## src/rtl/conv_mac_seq.sv

```systemverilog
// Control sequencer for the serial shift-add multiplier and accumulator: tap/bit counting, strobes, result handshake.
// Optional build macro CONV_MAC_SEQ_BACK2BACK_EN lets DONE launch the next pixel directly when i_start is held.
module conv_mac_seq #(
  parameter  int N_TAPS   = 9,
  parameter  int OP_WIDTH = 8,
  localparam int TW       = (N_TAPS > 2) ? $clog2(N_TAPS) : 1,
  localparam int BW       = (OP_WIDTH > 2) ? $clog2(OP_WIDTH) : 1
) (
  input  logic          i_clk,
  input  logic          i_arstn,
  input  logic          i_start,
  input  logic          i_en,
  input  logic          i_clear,
  input  logic          i_ready,
  output logic          o_busy,
  output logic [TW-1:0] o_tap_idx,
  output logic [BW-1:0] o_bit_idx,
  output logic          o_mul_load,
  output logic          o_mul_shift,
  output logic          o_acc_clr,
  output logic          o_acc_en,
  output logic          o_valid
);

  // state   | meaning
  // S_IDLE  | waiting for i_start, counters at 0
  // S_LOAD  | load multiplier operands (and clear accumulator on tap 0)
  // S_SHIFT | one shift-add step per cycle, bit_idx 0..OP_WIDTH-1
  // S_ACC   | add product into accumulator, then next tap or finish
  // S_DONE  | result valid, waiting for i_ready
  typedef enum logic [2:0] {
    S_IDLE,
    S_LOAD,
    S_SHIFT,
    S_ACC,
    S_DONE
  } state_t;

  state_t        state_q, state_d;
  logic [TW-1:0] tap_q, tap_d;
  logic [BW-1:0] bit_q, bit_d;
  logic          tap_last, bit_last;

  assign tap_last = (tap_q == TW'(N_TAPS - 1));
  assign bit_last = (bit_q == BW'(OP_WIDTH - 1));

  always_ff @(posedge i_clk or negedge i_arstn) begin
    if (!i_arstn) begin
      state_q <= S_IDLE;
      tap_q   <= '0;
      bit_q   <= '0;
    end else begin
      state_q <= state_d;
      tap_q   <= tap_d;
      bit_q   <= bit_d;
    end
  end

  always_comb begin
    state_d = state_q;
    tap_d   = tap_q;
    bit_d   = bit_q;
    if (i_clear) begin
      state_d = S_IDLE;
      tap_d   = '0;
      bit_d   = '0;
    end else begin
      case (state_q)
        S_IDLE: begin
          if (i_start) begin
            state_d = S_LOAD;
            tap_d   = '0;
            bit_d   = '0;
          end
        end
        S_LOAD: begin
          if (i_en) begin
            state_d = S_SHIFT;
            bit_d   = '0;
          end
        end
        S_SHIFT: begin
          if (i_en) begin
            if (bit_last) begin
              state_d = S_ACC;
              bit_d   = '0;
            end else begin
              bit_d = bit_q + BW'(1);
            end
          end
        end
        S_ACC: begin
          if (i_en) begin
            if (tap_last) begin
              state_d = S_DONE;
            end else begin
              state_d = S_LOAD;
              tap_d   = tap_q + TW'(1);
            end
          end
        end
        S_DONE: begin
          if (i_ready) begin
            tap_d = '0;
            bit_d = '0;
`ifdef CONV_MAC_SEQ_BACK2BACK_EN
            state_d = i_start ? S_LOAD : S_IDLE;
`else
            state_d = S_IDLE;
`endif
          end
        end
        default: begin
          state_d = S_IDLE;
          tap_d   = '0;
          bit_d   = '0;
        end
      endcase
    end
  end

  // Datapath strobes are gated by i_en so a stalled cycle never moves the datapath.
  assign o_busy      = (state_q != S_IDLE);
  assign o_tap_idx   = tap_q;
  assign o_bit_idx   = bit_q;
  assign o_mul_load  = (state_q == S_LOAD) && i_en;
  assign o_acc_clr   = (state_q == S_LOAD) && i_en && (tap_q == '0);
  assign o_mul_shift = (state_q == S_SHIFT) && i_en;
  assign o_acc_en    = (state_q == S_ACC) && i_en;
  assign o_valid     = (state_q == S_DONE);

endmodule
```

## config.mk

```make
export PLATFORM = sky130hd
export DESIGN_NAME = conv_mac_seq
export DESIGN_NICKNAME = d
export VERILOG_FILES = /design/src/rtl/conv_mac_seq.sv
export SDC_FILE = /design/constraint.sdc
export NUM_CORES = 1
export LEC_CHECK = 0
export BUFFER_PORTS_ARGS = -buffer_cell sky130_fd_sc_hd__buf_2
export CAP_MARGIN = 10
export CORE_MARGIN = 1.5
export CORE_UTILIZATION = 54
export CTS_CLUSTER_DIAMETER = 30
export DETAILED_ROUTE_END_ITERATION = 12
export PLACE_DENSITY = 0.88
export SETUP_SLACK_MARGIN = 0.3
export SLEW_MARGIN = 20
export SYNTH_ARGS = -nofsm -noshare
export SYNTH_HDL_FRONTEND = slang
export SYNTH_SLANG_ARGS = --single-unit
```

## constraint.sdc

```tcl
create_clock -name i_clk -period 3.3 [get_ports i_clk]
set_input_delay 0.495 -clock i_clk [delete_from_list [all_inputs] [get_ports i_clk]]
set_output_delay 0.495 -clock i_clk [all_outputs]
set_load 0.02 [all_outputs]
```

==> summary.md, run 1 <==
| Metric | Value |
|---|---|
| Post-route ant nets | 0 |
| Post-synth top area cell | dfrtp_1 |
| Most common cell in the netlist | dfrtp_1 |
| Async SR Flop Fraction | 100% |
| Synth cell types | 37 |
| Rel. slew slack | 71.2% |
| R2r setup slk | 1.55 ns |
| Hold_buf cts | 0 |
| CP Cell Sequence | nand2_1 > nor3_1 > nor4bb_1 > buf_2 |
| Vias in the first global route | 513 |
| Pre-CTS WS | 1.39 ns |
| Final Hold Vio Count | 0 |
| Placed cells | 103 |
| HPWL after detailed placement | 1050 µm |
| Skew-Pair Late Insertion Delay | 0.27 ns |
| Post-Syn Nets | 82 |
| Internal Power | 0.272 mW |
| Nets | 103 |
| Yosys Warn Count | 0 |
| RSZ-0062 raised after global routing | false |
| Resized Gates After CTS | 0 |
| Top cells by area, synth | dfrtp_1 (35%), ha_1 (6.9%), nor2_1 (4.7%) |
| First-pass GRT wire length | 2100 µm |
| Die Ht | 39.6 µm |
| DIE WIDTH | 39.6 µm |
| Combinational family with the most area after synthesis | simple AND/OR/NAND/NOR gates |
| XOR/XNOR share of the synthesized area | 1.21% |
| Die area | 0.00157 mm² |
| CTS Buffer Depth | 2 |
| GRT Total Usage | 20.3% |
| Complex-gate fraction of the synthesized area | 12.6% |
| Starting Density | 57.0% |
| Slowest CP cell | dfrtp_1 |
| Pins Over Slew Limit | 0 |
| Hold WC Path Type | input port to asynchronous set/reset pin |
| CP Capture Type | output port |
| Initial antenna violation count | 0 |
| Pwr dens | 529 mW/mm² |
| Crit share post-route | 66.5% |
| Worst Skew | 0.00410 ns |
| Cell row count | 13 |
| Startpoint Class | flop |
| Register area share after synthesis | 34.6% |
| DRT Pass-1 Iters | 2 |
| Area share of the leading cell type in the synthesized netlist | 34.6% |
| Crit path largest cell delay | 0.61 ns |
| Clock-pin slew on the worst setup and hold paths | 0.07 ns |
| Largest net degree at the start of global routing | 14 |
| Synth top cells by count | dfrtp_1 (10), nor2_1 (9), inv_1 (5) |
| Crit Reg-Reg Endpoint | o_tap_idx[0]$_DFFE_PN0P_ |
| Post-synth EDFFs | 0 |
| Post-CTS setup buffer count | 0 |
| Final Setup Violations | 0 |
| Status | completed |
| Max Cap Viol | 0 |
| Leak Pwr | 0.440 nW |
| Non-filler instance count after layout | 107 |
| Post-synthesis simple-gate area fraction | 27.7% |
| Root buffer cell | clkbuf_4 |
| CP Buf/Inv Count | 1 |
| Min Tclk post-route | 2.19 ns |
| H-tree level count | 1 |
| Mapped Avg Cell Area | 10.0 µm² |
| Routability cong. | 0.830 |
| Post-detailed-routing wire length | 1330 µm |
| Layout cell share with drive strength beyond 1 | 34.8% |
| Worst hold slack | 0.0644 ns |
| Reg power frac | 37.8% |
| # port buffers | 18 |
| Psw | 0.177 mW |
| Max Freq | 456 MHz |
| Inserted Diodes | 0 |
| CTS tree | built |
| Gr ovfl total | 0 |
| CTS sink count | 10 |
| Post-synthesis mux area share | 10.2% |
| Remaining DRCs | 0 |
| Crit. Startpoint | state_q[0]$_DFFE_PN0P_ |
| #FFs+latches synth | 10 |
| Max FO, Critical Path | 13 |
| Mapped cell area | 723 µm² |
| Total number of vias | 599 |
| Iter 0 DRT Violations | 7 |
| Combinational power share | 36.7% |
| Maximum vdd drop | 0.411 mV |
| Clock Power Share | 25.5% |
| Delay-heaviest family, CP | flip-flops |
| # IOs | 19 |
| Post-DP Area | 813 µm² |
| CTS Buf Count | 3 |
| Post-Synth Adder-Cell Area | 8.48% |
| Switching Fraction | 39.4% |
| Final worst slack | 1.11 ns |
| Vias per cell | 5.60 |
| Layout Utilization | 67.0% |
| Worst R2R Path Depth | 6 |
| Worst Tran Pin Value | 0.432 ns |
| Post-route cell area | 850 µm² |
| Post-route setup TNS | 0 ns |
| CP Class | flop to output port |
| Total power | 0.449 mW |
| R2R Path Start | o_tap_idx[0]$_DFFE_PN0P_ |
| Syn-to-layout area delta | 17.5% |
| Top FF cell, synth | dfrtp_1 |
| Routed WL per cell | 12.4 µm |
| WP data arrival | 1.70 ns |
| Critical path required time | 2.80 ns |
| Post-synthesis cell count | 72 |
| Core footprint | 0.00127 mm² |
layer usage:
metal  vias to the layer above  GRT usage (%)  wire (µm)
met5                         -              0          0
met1                       285           25.9        641
met2                        11           33.6        632
met3                         2           3.41         34
li1                        301              -          -
met4                         0           7.76         19
layout by cell type (no fill, tap or decap), types with 2 or more instances in the layout:
cell / n
mux2_1: 2
dfrtp_1: 10
inv_1: 5
nand2_1: 4
o31ai_1: 3
o21ai_0: 2
clkbuf_4: 3
nor2_1: 9
nor2b_1: 2
ha_1: 4
buf_2: 18
mux2_4: 2
nor3_1: 3
sequential cells by signal, summed over array words and instances (netlist names):
name,flops
o_bit_idx,3
o_tap_idx,4
state_q,3
kinds of logic after synthesis:
group                      count (synthesis)
xor gates and xnor gates                   1
buffers and inverters                      7
muxes                                      6
adders and majority gates                  5
DFF                                       10
AOI/OAI and AO/OA                         11
and+or+nand+nor                           32
area by class of cell:
class / instances / area (µm²)
Multi-Input combinational cell: 55 / 435
Fill cell: 99 / 419
Sequential cell: 10 / 250
Timing Repair Buffer: 18 / 90.1
Clock buffer: 4 / 36.3
Inverter: 5 / 18.8
Tap cell: 15 / 18.8
worst max path at each step:
stage | to | slack [ns] | cells after the start
finish | o_acc_clr | 1.11 | 4
global route | o_acc_clr | 0.95 | 4
CTS | o_acc_clr | 1.10 | 4
detailed placement | o_acc_clr | 1.39 | 4
global placement | o_tap_idx[0]$_DFFE_PN0P_ | 1.47 | 5
floorplan | o_acc_clr | 0.91 | 4
power by group through the flow:
stage | clock network, mW | registers (mW) | logic, mW
after floorplan | 0 | 0.151 | 0.157
after global placement | 0 | 0.169 | 0.165
after detailed placement | 0 | 0.172 | 0.166
after CTS | 0.115 | 0.169 | 0.167
after global routing | 0.122 | 0.174 | 0.182
final | 0.114 | 0.170 | 0.165
No activity file was read; power rests on OpenSTA's default activity.
==> run 2, diff against run 1 <==
ABC_AREA = 1   (was default)
CORE_UTILIZATION = 45   (was 54)
PLACE_DENSITY = 0.79   (was 0.88)
clock period = 1.93 ns   (was 3.3 ns; I/O delays follow)
==> summary.md, run 2 <==
| Metric | Value |
|---|---|
| Die Ht | 43.2 µm |
| DIE WIDTH | 43.2 µm |
| Iter 0 DRT Violations | 19 |
| Synth cell types | 19 |
| Initial antenna violation count | 0 |
| # IOs | 19 |
| Crit path largest cell delay | 0.44 ns |
| CTS Buf Count | 3 |
| Post-detailed-routing wire length | 1940 µm |
| Startpoint Class | flop |
| CP Capture Type | output port |
| CTS tree | built |
| Top cells by area, synth | dfrtp_1 (34%), nand2_1 (15%), nand3_1 (9.6%) |
| Most common cell in the netlist | nand2_1 |
| Worst Tran Pin Value | 0.296 ns |
| Routed WL per cell | 12.7 µm |
| Starting Density | 48.3% |
| Vias in the first global route | 740 |
| CTS sink count | 10 |
| Post-Syn Nets | 115 |
| Layout cell share with drive strength beyond 1 | 34.3% |
| Pwr dens | 923 mW/mm² |
| Status | completed |
| Area share of the leading cell type in the synthesized netlist | 34.4% |
| GRT Total Usage | 21.9% |
| Syn-to-layout area delta | 33.9% |
| Post-synth top area cell | dfrtp_1 |
| Routability cong. | 0.823 |
| Max Cap Viol | 0 |
| Final Setup Violations | 0 |
| Post-route setup TNS | 0 ns |
| Total number of vias | 810 |
| Min Tclk post-route | 1.59 ns |
| RSZ-0062 raised after global routing | true |
| Rel. slew slack | 80.2% |
| Clock-pin slew on the worst setup and hold paths | 0.07 ns |
| Met2 WL | 1010 µm |
| Post-synth EDFFs | 0 |
| Die area | 0.00187 mm² |
| #FFs+latches synth | 10 |
| Worst Skew | 0.000640 ns |
| Met3 wire length | 83 µm |
| Nets | 148 |
| Final Hold Vio Count | 0 |
| Root buffer cell | clkbuf_4 |
| First-pass GRT wire length | 3090 µm |
| Post-synthesis cell count | 105 |
| Top FF cell, synth | dfrtp_1 |
| Critical path required time | 1.64 ns |
| CP Class | flop to output port |
| Post-route ant nets | 0 |
| Inserted Diodes | 0 |
| Slowest CP cell | dfrtp_2 |
| CTS Buffer Depth | 2 |
| Max FO, Critical Path | 4 |
| Crit share post-route | 82.4% |
| Remaining DRCs | 0 |
| HPWL after detailed placement | 1290 µm |
| Cell row count | 14 |
| Hold WC Path Type | input port to flop |
| Synth top cells by count | nand2_1 (29), nor2_1 (16), nand3_1 (14) |
| Gr ovfl total | 0 |
| Top sig layer | met4 |
| R2r setup slk | 0.45 ns |
| Max Freq | 629 MHz |
| Async SR Flop Fraction | 100% |
| DRT Pass-1 Iters | 4 |
| Register area share after synthesis | 34.4% |
| # port buffers | 18 |
| Maximum vdd drop | 0.430 mV |
| Mapped cell area | 727 µm² |
| H-tree level count | 1 |
| Skew-Pair Late Insertion Delay | 0.27 ns |
| Pins Over Slew Limit | 0 |
| Mapped Avg Cell Area | 6.92 µm² |
| CP Cell Sequence | inv_2 > nand3_4 > nor4_2 > buf_2 |
| Max reg flops | 4 |
| WP data arrival | 1.30 ns |
| Leak Pwr | 0.570 nW |
| Core footprint | 0.00151 mm² |
| Met1 WL | 824 µm |
| Most frequent cells in the layout | nand2_1 (29), buf_2 (18), nor2_1 (16) |
| Yosys Warn Count | 0 |
| Layout Utilization | 64.6% |
| Commonest non-fill, non-tap cell in the layout | nand2_1 |
| Largest net degree at the start of global routing | 11 |
| Vias per cell | 5.29 |
==> run 2: power by group <==
group | total [mW] | switching [mW] | internal [mW]
registers | 0.277 | 0.0398 | 0.237
logic | 0.426 | 0.268 | 0.158
clock network | 0.195 | 0.0807 | 0.115
==> run 2: final cells by class <==
type | count | area [µm²]
timing repair buffer | 28 | 168
tap | 16 | 20.0
sequential | 10 | 254
inverter | 11 | 41.3
fill | 136 | 533
multi-input combinational | 84 | 454
clock buffer | 4 | 36.3
==> run 2: timing repair <==
action / CTS / global route
buffers inserted: 2 / 7
hold endpoints to repair: 10 / 0
pin swaps: 0 / 1
resized for setup: 1 / 6
gates cloned: 0 / 0
hold buffers: 1 / 0
endpoints found under the setup margin: 1 / 3
==> run 2: per-stage QoR <==
step | setup WS, ns | area (µm²) | hold slack (ns) | power (mW) | cells
after global placement | 0.558 | 843 | 0.165 | 0.621 | 139
final | 0.339 | 973 | 0.327 | 0.898 | 153
after detailed placement | 0.511 | 843 | 0.174 | 0.627 | 139
after global routing | 0.272 | 973 | 0.378 | 0.957 | 153
after CTS | 0.309 | 906 | 0.330 | 0.828 | 146
after floorplan | 0.411 | 733 | -0.00609 | 0.533 | 105
==> run 2: path summary, 6_finish.rpt <==
path / start / to / cells after the start
setup / recovery: state_q[2]$_DFFE_PN0P_ / o_acc_clr / 4
hold / removal: i_ready / state_q[2]$_DFFE_PN0P_ / 4
hold reg to reg: o_bit_idx[2]$_DFFE_PN0P_ / o_bit_idx[2]$_DFFE_PN0P_ / 2
min in group asynchronous: i_arstn / state_q[2]$_DFFE_PN0P_ / 2
max in group asynchronous: i_arstn / state_q[1]$_DFFE_PN0P_ / 2
setup reg to reg: state_q[1]$_DFFE_PN0P_ / o_tap_idx[3]$_DFFE_PN0P_ / 7
==> run 2: critical path, delay by kind of cell, from the launching register on <==
family | cells | cell delay [ns]
buf+inv | 2 | 0.31
simple gates | 2 | 0.30
flops | 1 | 0.44
==> run 2: cells by family (layout without fill, tap and decap cells) <==
group	after synthesis	in the layout	share of synthesized area, %
adders and majority gates	4	4	6.88
and+or+nand+nor	73	73	46.8
AOI/OAI and AO/OA	5	5	3.79
xor gates and xnor gates	2	2	2.41
DFF	10	10	34.4
buffers and inverters	11	43	5.68
==> run 2: metal layers <==
metal / vias to the layer above / global-route usage (%)
li1: 402 / -
met1: 371 / 28.7
met2: 35 / 34.0
met3: 2 / 3.83
met4: 0 / 11.5
met5: - / 0
==> run 3, diff against run 2 <==
ABC_AREA = 0   (was 1)
CORE_UTILIZATION = 50   (was 45)
PLACE_DENSITY = 0.83   (was 0.79)
clock period = 1.65 ns   (was 1.93 ns; I/O delays follow)
==> summary.md, run 3 (synthesis gave the netlist of run 1 again) <==
| Metric | Value |
|---|---|
| Total power | 1.31 mW |
| Core footprint | 0.00132 mm² |
| Syn-to-layout area delta | 64.9% |
| DIE WIDTH | 41.0 µm |
| # port buffers | 18 |
| H-tree level count | 1 |
| CP Capture Type | flop |
| Remaining DRCs | 0 |
| DRT Pass-1 Iters | 4 |
| Initial antenna violation count | 0 |
| Gr ovfl total | 0 |
| Final worst slack | -0.0797 ns |
| Routability cong. | 0.801 |
| Register area | 259 µm² |
| Skew-Pair Late Insertion Delay | 0.28 ns |
| Leak Pwr | 0.570 nW |
| Post-route cell area | 0.00119 mm² |
| Violated checks | setup timing |
| Max FO, Critical Path | 6 |
| Vias in the first global route | 629 |
| Total number of vias | 803 |
| RSZ-0062 raised after global routing | true |
| GRT Total Usage | 28.8% |
| # IOs | 19 |
| Starting Density | 54.9% |
| Nets | 128 |
| Most frequent cells in the layout | buf_4 (23), buf_2 (13), nor2_1 (8) |
| Min Tclk post-route | 1.73 ns |
| Iter 0 DRT Violations | 57 |
| Final Hold Vio Count | 0 |
| Cell row count | 13 |
| Vias per cell | 6.08 |
| Maximum vdd drop | 0.794 mV |
| Post-route setup TNS | -0.272 ns |
| Worst Skew | 0.00223 ns |
| Worst Tran Pin Value | 0.413 ns |
| Post-DP Area | 955 µm² |
| Rel. slew slack | 72.3% |
| Hold WC Path Type | input port to flop |
| CTS sink count | 10 |
| Most used cell, CP | buf_6 |
| Crit share post-route | 105% |
| Worst hold slack | 0.300 ns |
| Die Ht | 41.0 µm |
| CTS Buf Count | 3 |
| Clock-pin slew on the worst setup and hold paths | 0.08 ns |
| Final Setup Violations | 7 |
| Crit path largest cell delay | 0.47 ns |
| Startpoint Class | flop |
| Status | finished, violations left |
| CTS tree | built |
| First-pass GRT wire length | 2980 µm |
| Pwr dens | 1100 mW/mm² |
| Post-detailed-routing wire length | 2640 µm |
| WP data arrival | 1.90 ns |
| HPWL after detailed placement | 1350 µm |
| Pins Over Slew Limit | 0 |
| Pre-CTS WS | 0.00565 ns |
| CTS Buffer Depth | 2 |
| CP Cell Sequence | buf_6 > buf_6 > nor4_4 > buf_4 > a211oi_2 > mux2_4 |
| Routed WL per cell | 20.0 µm |
| Post-route ant nets | 0 |
| Slowest CP cell | dfrtp_2 |
| Root buffer cell | clkbuf_4 |
| CP Class | flop to flop |
| Fill cells | 55 |
| Critical path required time | 1.82 ns |
| Layout cell share with drive strength beyond 1 | 69.2% |
| Area of the multi-input gates | 554 µm² |
| Max reg flops | 4 |
| Largest net degree at the start of global routing | 11 |
| Max Cap Viol | 0 |
| Inserted Diodes | 0 |
| Max Freq | 578 MHz |
| Die area | 0.00168 mm² |
| Commonest non-fill, non-tap cell in the layout | buf_4 |
==> run 3: cell types whose count changed in the layout (fill, tap and decap cells not counted), moves of 4 or more <==
| cell | change |
|---|---|
| inv_1 | -5 |
| dfrtp_2 | +4 |
| dfrtp_1 | -4 |
| buf_2 | -5 |
| nand2_1 | -26 |
| buf_4 | +14 |
| nor2_1 | -8 |
| mux2_4 | +5 |
| buf_6 | +6 |
| nand3_1 | -12 |
==> run 3: report_power, final <==
group / internal [mW] / switching (mW)
Clock: 0.0940 / 0.110
Combinational: 0.409 / 0.378
Sequential: 0.273 / 0.0438
Total: 0.776 / 0.532
==> run 3: metal layers <==
metal	share of wire, %	global-route usage (%)
met5	0	0
met4	3.2	20.0
met3	8.4	5.98
met2	47	43.8
met1	42	36.0
==> run 3: layout make-up <==
cell class	count	area share, %
Sequential cell	10	21.7
Tap cell	15	1.57
Multi-Input combinational cell	55	46.5
Clock buffer	4	2.20
Timing Repair Buffer	43	26.4
Inverter	5	1.57
==> run 3: metrics by stage <==
step	utilization [%]	cells
after floorplan	-	72
after global placement	72.5	116
after detailed placement	72.5	116
after CTS	81.9	126
after global routing	90.5	132
final	90.5	132
==> run 3: final timing paths <==
check / cells after the start / slack (ns) / startpoint / end
setup / recovery: 6 / -0.08 / state_q[0]$_DFFE_PN0P_ / state_q[0]$_DFFE_PN0P_
hold reg to reg: 2 / 0.56 / o_bit_idx[1]$_DFFE_PN0P_ / o_bit_idx[1]$_DFFE_PN0P_
max in group asynchronous: 2 / 1.08 / i_arstn / o_bit_idx[1]$_DFFE_PN0P_
hold / removal: 3 / 0.30 / i_ready / state_q[2]$_DFFE_PN0P_
min in group asynchronous: 2 / 0.35 / i_arstn / o_tap_idx[2]$_DFFE_PN0P_
setup reg to reg: 6 / -0.08 / state_q[0]$_DFFE_PN0P_ / state_q[0]$_DFFE_PN0P_
==> run 3: repair_timing <==
item | 4_1_cts | 5_1_grt
gates resized for setup | 14 | 17
pin swaps | 2 | 4
setup endpoints to repair | 15 | 15
hold buffers | 1 | 0
buffers inserted | 5 | 6
endpoints found under the hold margin | 10 | 0
==> run 3: worst max-delay path, delay by kind of cell, from the launching register on <==
family          cells  cell delay (ns)
compound gates      1             0.04
simple gates        1             0.38
flops               1             0.47
mux                 1             0.26
buf+inv             3             0.47
